File: config.mk
export PLATFORM = sky130hd
export DESIGN_NAME = serial_mult_arbiter
export DESIGN_NICKNAME = d
export VERILOG_FILES = /design/src/rtl/serial_mult_pkg.sv /design/src/rtl/serial_mult_core.sv /design/src/rtl/serial_mult_arbiter.sv
export SDC_FILE = /design/constraint.sdc
export NUM_CORES = 1
export LEC_CHECK = 0
export BUFFER_PORTS_ARGS = -buffer_cell sky130_fd_sc_hd__buf_2
export CAP_MARGIN = 40
export CORE_MARGIN = 2
export CORE_UTILIZATION = 50
export DETAILED_ROUTE_END_ITERATION = 8
export GPL_TIMING_DRIVEN = 1
export PLACE_DENSITY = 0.71
export SYNTH_ARGS = -nofsm -noshare
export SYNTH_HDL_FRONTEND = slang
export SYNTH_SLANG_ARGS = --single-unit
File: constraint.sdc
create_clock -name clock -period 3.8 [get_ports clock]
set_input_delay 1.14 -clock clock [delete_from_list [all_inputs] [get_ports clock]]
set_output_delay 1.14 -clock clock [all_outputs]
set_load 0.05 [all_outputs]
File: src/rtl/serial_mult_pkg.sv
`default_nettype none
// ============================================================================
// Module   : serial_mult_pkg
// Brief    : Shared types and defaults for the serial multiplier arbiter.
// Revision : 1.0
// ============================================================================
package serial_mult_pkg;

    typedef enum logic [1:0] {
        IDLE = 2'd0,
        RUN  = 2'd1,
        DONE = 2'd2
    } state_t;

    localparam int DEFAULT_WIDTH = 8;
    localparam int DEFAULT_NREQ  = 2;

    // Requester ID width; a single requester still gets a 1-bit ID.
    function automatic int id_width(input int n);
        return (n > 1) ? $clog2(n) : 1;
    endfunction

endpackage
`default_nettype wire

File: src/rtl/serial_mult_core.sv
`default_nettype none
// ============================================================================
// Module   : serial_mult_core
// Brief    : Iterative unsigned shift-add multiplier datapath.
//            SERIAL_MULT_EARLY_EXIT_EN ends the run once remaining b is zero.
// Revision : 1.0
// ============================================================================
module serial_mult_core
    import serial_mult_pkg::*;
#(
    parameter int WIDTH = DEFAULT_WIDTH
) (
    input  logic                 clock,
    input  logic                 reset,
    input  logic                 i_start,
    input  logic                 i_step,
    input  logic [WIDTH-1:0]     i_a,
    input  logic [WIDTH-1:0]     i_b,
    output logic                 o_done,
    output logic [2*WIDTH-1:0]   o_prod_nxt
);

    localparam int c_CNT_W = (WIDTH > 1) ? $clog2(WIDTH) : 1;

    logic [WIDTH-1:0]   r_a;
    logic [WIDTH-1:0]   r_b;
    logic [2*WIDTH-1:0] r_acc;
    logic [c_CNT_W-1:0] r_cnt;
    logic [2*WIDTH-1:0] w_addend;

    assign w_addend   = r_b[0] ? ({{WIDTH{1'b0}}, r_a} << r_cnt) : '0;
    assign o_prod_nxt = r_acc + w_addend;

    // o_done flags the step currently in progress as the final one.
`ifdef SERIAL_MULT_EARLY_EXIT_EN
    assign o_done = ((r_b >> 1) == '0);
`else
    assign o_done = (r_cnt == c_CNT_W'(WIDTH - 1));
`endif

    always_ff @(posedge clock or negedge reset) begin
        if (!reset) begin
            r_a   <= '0;
            r_b   <= '0;
            r_acc <= '0;
            r_cnt <= '0;
        end else if (i_start) begin
            r_a   <= i_a;
            r_b   <= i_b;
            r_acc <= '0;
            r_cnt <= '0;
        end else if (i_step) begin
            r_acc <= o_prod_nxt;
            r_b   <= r_b >> 1;
            r_cnt <= r_cnt + 1'b1;
        end
    end

endmodule
`default_nettype wire

File: src/rtl/serial_mult_arbiter.sv
`default_nettype none
// ============================================================================
// Module   : serial_mult_arbiter
// Brief    : Round-robin front end sharing one serial multiplier between
//            NREQ requesters. Data-dependent latency: SERIAL_MULT_EARLY_EXIT_EN.
// Revision : 1.0
// ============================================================================
module serial_mult_arbiter
    import serial_mult_pkg::*;
#(
    parameter int NREQ  = DEFAULT_NREQ,
    parameter int WIDTH = DEFAULT_WIDTH
) (
    input  logic                        clock,
    input  logic                        reset,
    input  logic [NREQ-1:0]             req_valid,
    output logic [NREQ-1:0]             req_ready,
    input  logic [NREQ*WIDTH-1:0]       req_a,
    input  logic [NREQ*WIDTH-1:0]       req_b,
    input  logic                        abort,
    output logic                        rsp_valid,
    input  logic                        rsp_ready,
    output logic [id_width(NREQ)-1:0]   rsp_id,
    output logic [2*WIDTH-1:0]          rsp_prod,
    output logic                        aborted,
    output logic                        busy
);

    localparam int c_ID_W = id_width(NREQ);

    state_t              r_state;
    state_t              w_state_nxt;
    logic [c_ID_W-1:0]   r_ptr;
    logic [c_ID_W-1:0]   r_id;
    logic [2*WIDTH-1:0]  r_rsp_prod;
    logic                r_aborted;
    logic [c_ID_W-1:0]   w_grant;
    logic                w_found;
    logic                w_accept;
    logic                w_step;
    logic                w_done;
    logic [2*WIDTH-1:0]  w_prod_nxt;

    function automatic logic [c_ID_W-1:0] wrap_id(input int v);
        return c_ID_W'(v % NREQ);
    endfunction

    // First valid requester at or above the pointer, wrapping around.
    always_comb begin
        w_found = 1'b0;
        w_grant = '0;
        for (int k = 0; k < NREQ; k++) begin
            if (!w_found && req_valid[wrap_id(int'(r_ptr) + k)]) begin
                w_found = 1'b1;
                w_grant = wrap_id(int'(r_ptr) + k);
            end
        end
    end

    assign w_accept = (r_state == IDLE) && !abort && w_found;
    assign w_step   = (r_state == RUN) && !abort;

    always_comb begin
        req_ready = '0;
        if (w_accept) begin
            req_ready[w_grant] = 1'b1;
        end
    end

    always_comb begin
        w_state_nxt = r_state;
        rsp_valid   = 1'b0;
        busy        = 1'b1;
        unique case (r_state)
            IDLE: begin
                busy = 1'b0;
                if (w_accept) w_state_nxt = RUN;
            end
            RUN: begin
                if (abort)       w_state_nxt = IDLE;
                else if (w_done) w_state_nxt = DONE;
            end
            DONE: begin
                rsp_valid = 1'b1;
                if (abort || rsp_ready) w_state_nxt = IDLE;
            end
            default: begin
                busy        = 1'b0;
                w_state_nxt = IDLE;
            end
        endcase
    end

    always_ff @(posedge clock or negedge reset) begin
        if (!reset) begin
            r_state    <= IDLE;
            r_ptr      <= '0;
            r_id       <= '0;
            r_rsp_prod <= '0;
            r_aborted  <= 1'b0;
        end else begin
            r_state   <= w_state_nxt;
            r_aborted <= abort && (r_state != IDLE);
            if (w_accept) begin
                r_id  <= w_grant;
                r_ptr <= wrap_id(int'(w_grant) + 1);
            end
            // Abort wins over the final step and over a response handshake.
            if (abort && (r_state != IDLE)) begin
                r_rsp_prod <= '0;
            end else if (w_step && w_done) begin
                r_rsp_prod <= w_prod_nxt;
            end
        end
    end

    assign rsp_id   = r_id;
    assign rsp_prod = r_rsp_prod;
    assign aborted  = r_aborted;

    serial_mult_core #(
        .WIDTH (WIDTH)
    ) u_core (
        .clock      (clock),
        .reset      (reset),
        .i_start    (w_accept),
        .i_step     (w_step),
        .i_a        (req_a[w_grant*WIDTH +: WIDTH]),
        .i_b        (req_b[w_grant*WIDTH +: WIDTH]),
        .o_done     (w_done),
        .o_prod_nxt (w_prod_nxt)
    );

endmodule
`default_nettype wire

==> out/metrics.csv <==
stage,metric,value,unit
timing,final_max_slew_viol_count,0,
global_routing,grt.total_usage,21.0,%
finish,fillers,594,
clocking,root_buffer,clkbuf_8,
floorplanning,die_w,85.8,um
floorplanning,std_cell_rows,29,
synth,synth_commonest_cells,"56 x dfrtp_1, 36 x nand2_1, 31 x a21oi_1, 30 x o21ai_0, 21 x nor2_1",
global_routing,antenna_found_initial,0,
timing,finalCritPeriodShare,91.2,%
floorplanning,start_util,52.1,%
global_routing,grt_max_degree,27,
finish,design_area,3840,um2
routing,drt_iter0_markers,233,
job,drv_cap,0,
placed_design,io_buffers,59,
timing,max_freq,289,MHz
floorplanning,core_area,6420,um2
placed_design,gp_congestion,0.893,
finish,regArea,1400,um2
finish,drive_gt1_share,20.7,%
finish,synthToLayoutAreaGrowth,14.7,%
clocking,hold_buffers,0,
timing,rsz0062_at_grt,no,
timing,setup_ws,0.334,ns
routing,routed_wl,7.39,mm
power,pwr-share-clk,14.0,%
synth,yosys.cell_count.top_type,dfrtp_1,
clocking,clock_path_buffers,2,
routing,vias_per_cell,5.69,
hold_path,hold_class,reg2reg,
synth,synth_top_area_cell,dfrtp_1,
power,max-vdd-ir-drop,0.000440,V
synth,syn_nets,423,
floorplanning,die_h,85.8,um
placed_design,hpwlAfterDp,5.60,mm
timing,hold_viol_final,0,
worst_setup_path,cp_cell_sequence,mux2_2 -> a21oi_1 -> o21ai_0 -> and2_1 -> ha_1 -> and3_1 -> a221oi_1 -> o21ai_1 -> a31o_2 -> a21oi_1 -> xor2_1 -> o21ai_0,
power,internal-power,1.40,mW
finish,finalNetCount,479,
clocking,cts_setup_buffers,0,
clocking,cts_num_sinks,56,
routing,routedWlPerCell,14.8,um
synth,ys_seq_area_share,41.9,%
timing,maxSlewHeadroom,53.2,%
global_routing,grt.overflow.total,0,
worst_setup_path,cp_slowest_cell,dfrtp_1,
clocking,cts_resized,0,
worst_setup_path,endpoint_kind,register,
finish,diodes,0,
worst_setup_path,slowest_delay,0.64,ns
worst_setup_path,cp.arrival,3.64,ns
status,status,"complete, but fails checks",
power,p_per_area,644,nW/um2
power,p_leak,1.98,nW
synth,synth_cell_types,40,
worst_setup_path,cp.required,3.97,ns
timing,worst_pin_slew,0.701,ns
floorplanning,die_area,7360,um2
worst_setup_path,crit_path_start_kind,register,
finish,multi_input_area,1810,um2
timing,setup_viol,0,
clocking,clkLatencyLatePin,0.31,ns
timing,setup-tns-final,0,ns
power,swShare,43.4,%
synth,ys_seq_elements,56,
power,combPwrFrac,48.6,%
worst_setup_path,critical_path_class,reg2reg,
worst_setup_path,reg2reg_slack,0.33,ns
global_routing,grt_pass1_wl,12.6,mm
clocking,cts_buffers,5,
synth,synth_top_cell_area_share,41.9,%
floorplanning,ios,60,
routing,vias,2834,
clocking,clk_pin_slew,0.10,ns
clocking,h-tree-depth,2,
synth,ys_warn_count,0,
status,violations,design-rule violations,
routing,firstDrtPassIters,7,
synth,yosys-top-cells-area,"dfrtp_1 42%, ha_1 7.5%, a21oi_1 4.6%",
placed_design,dp_slack,0.400,ns
placed_design,place_area,3740,um2
routing,final_antenna_net_count,0,
timing,hold_slack,0.486,ns
timing,min_period,3.47,ns
clocking,cts_tree,built,
synth,syn_avg_cell_area,9.18,um2
timing,finalClockSkew,0.00374,ns
synth,synth_edf_count,0,
power,seqPwrFrac,37.3,%
synth,ys.flop_type,dfrtp_1,
global_routing,grt_pass1_vias,2680,
worst_setup_path,crit_path_max_fanout,12,
power,p_sw,1.07,mW
synth,syn_inst,364,
synth,ys_async_sr_fraction,100,%
routing,drc,1,
synth,synth_area,3340,um2
cells by family (layout without fill, tap and decap cells):
family,Yosys count,after routing,synth area share [%]
muxes,10,10,3.11
DFF,56,56,41.9
adders and majority gates,21,21,8.08
AOI/OAI and AO/OA,118,118,23.4
buffers and inverters,34,91,3.82
and+or+nand+nor,111,111,16.1
xor gates and xnor gates,14,14,3.67
registers in the layout, summed over array words and instances (netlist names):
register      cells
u_core.r_cnt      3
u_core.r_b        8
u_core.r_acc     16
r_ptr             1
rsp_prod         16
u_core.r_a        8
aborted           1
r_state           2
rsp_id            1
worst max-delay path, delay by kind of cell, from the launching register on:
kind / cells / cell delay (ns)
AOI/OAI and AO/OA: 7 / 1.34
xor gates and xnor gates: 1 / 0.18
adders and majority gates: 1 / 0.35
DFF: 1 / 0.64
muxes: 1 / 0.40
and+or+nand+nor: 2 / 0.42
power by group through the flow:
stage | Sequential [mW] | Clock (mW) | Combinational [mW]
after floorplan | 0.870 | 0 | 0.973
after global placement | 0.925 | 0 | 1.18
after detailed placement | 0.928 | 0 | 1.20
after CTS | 0.919 | 0.362 | 1.21
after global routing | 0.947 | 0.380 | 1.34
final | 0.922 | 0.346 | 1.20
final cells by class:
class / count / share of cell area [%]
clock buffers: 6 / 2.15
well taps: 77 / 2.51
flip-flops and latches: 56 / 36.5
inverters: 16 / 1.57
clock inverters: 2 / 0.359
repair buffers: 67 / 9.59
multi-input cells: 274 / 47.3
stage by stage:
stage | utilization, % | total power, mW | instances
after floorplan | - | 1.84 | 364
after global placement | 57.9 | 2.10 | 489
after detailed placement | 58.2 | 2.13 | 490
after CTS | 59.7 | 2.49 | 498
after global routing | 59.7 | 2.67 | 498
final | 59.7 | 2.47 | 498
cell usage in the layout, fill, tap and decap left out, types with 11 or more instances in the layout:
master     n
buf_2     59
dfrtp_1   56
nand2_1   36
a21oi_1   31
o21ai_0   29
nor2_1    21
ha_1      20
inv_1     16
nand3_1   13
a222oi_1  13
nor2b_1   12
xnor2_1   11
layer usage:
metal	track usage (%)	wire length (um)	up-vias
met2	34.7	3360	74
li1	-	-	1429
met3	3.08	277	6
met4	5.19	74	0
met5	0	0	-
met1	29.4	3670	1325
path summary, 6_finish.rpt:
check                                start             to  depth (start not counted)
max                        u_core.r_cnt[0]   rsp_prod[14]                         12
min                                 rsp_id         rsp_id                          1
max reg2reg                u_core.r_cnt[0]   rsp_prod[14]                         12
min reg2reg                         rsp_id         rsp_id                          1
max in group asynchronous            reset  u_core.r_b[0]                          3
min in group asynchronous            reset    rsp_prod[1]                          1
Note: power is estimated with default switching activity, not from simulation.
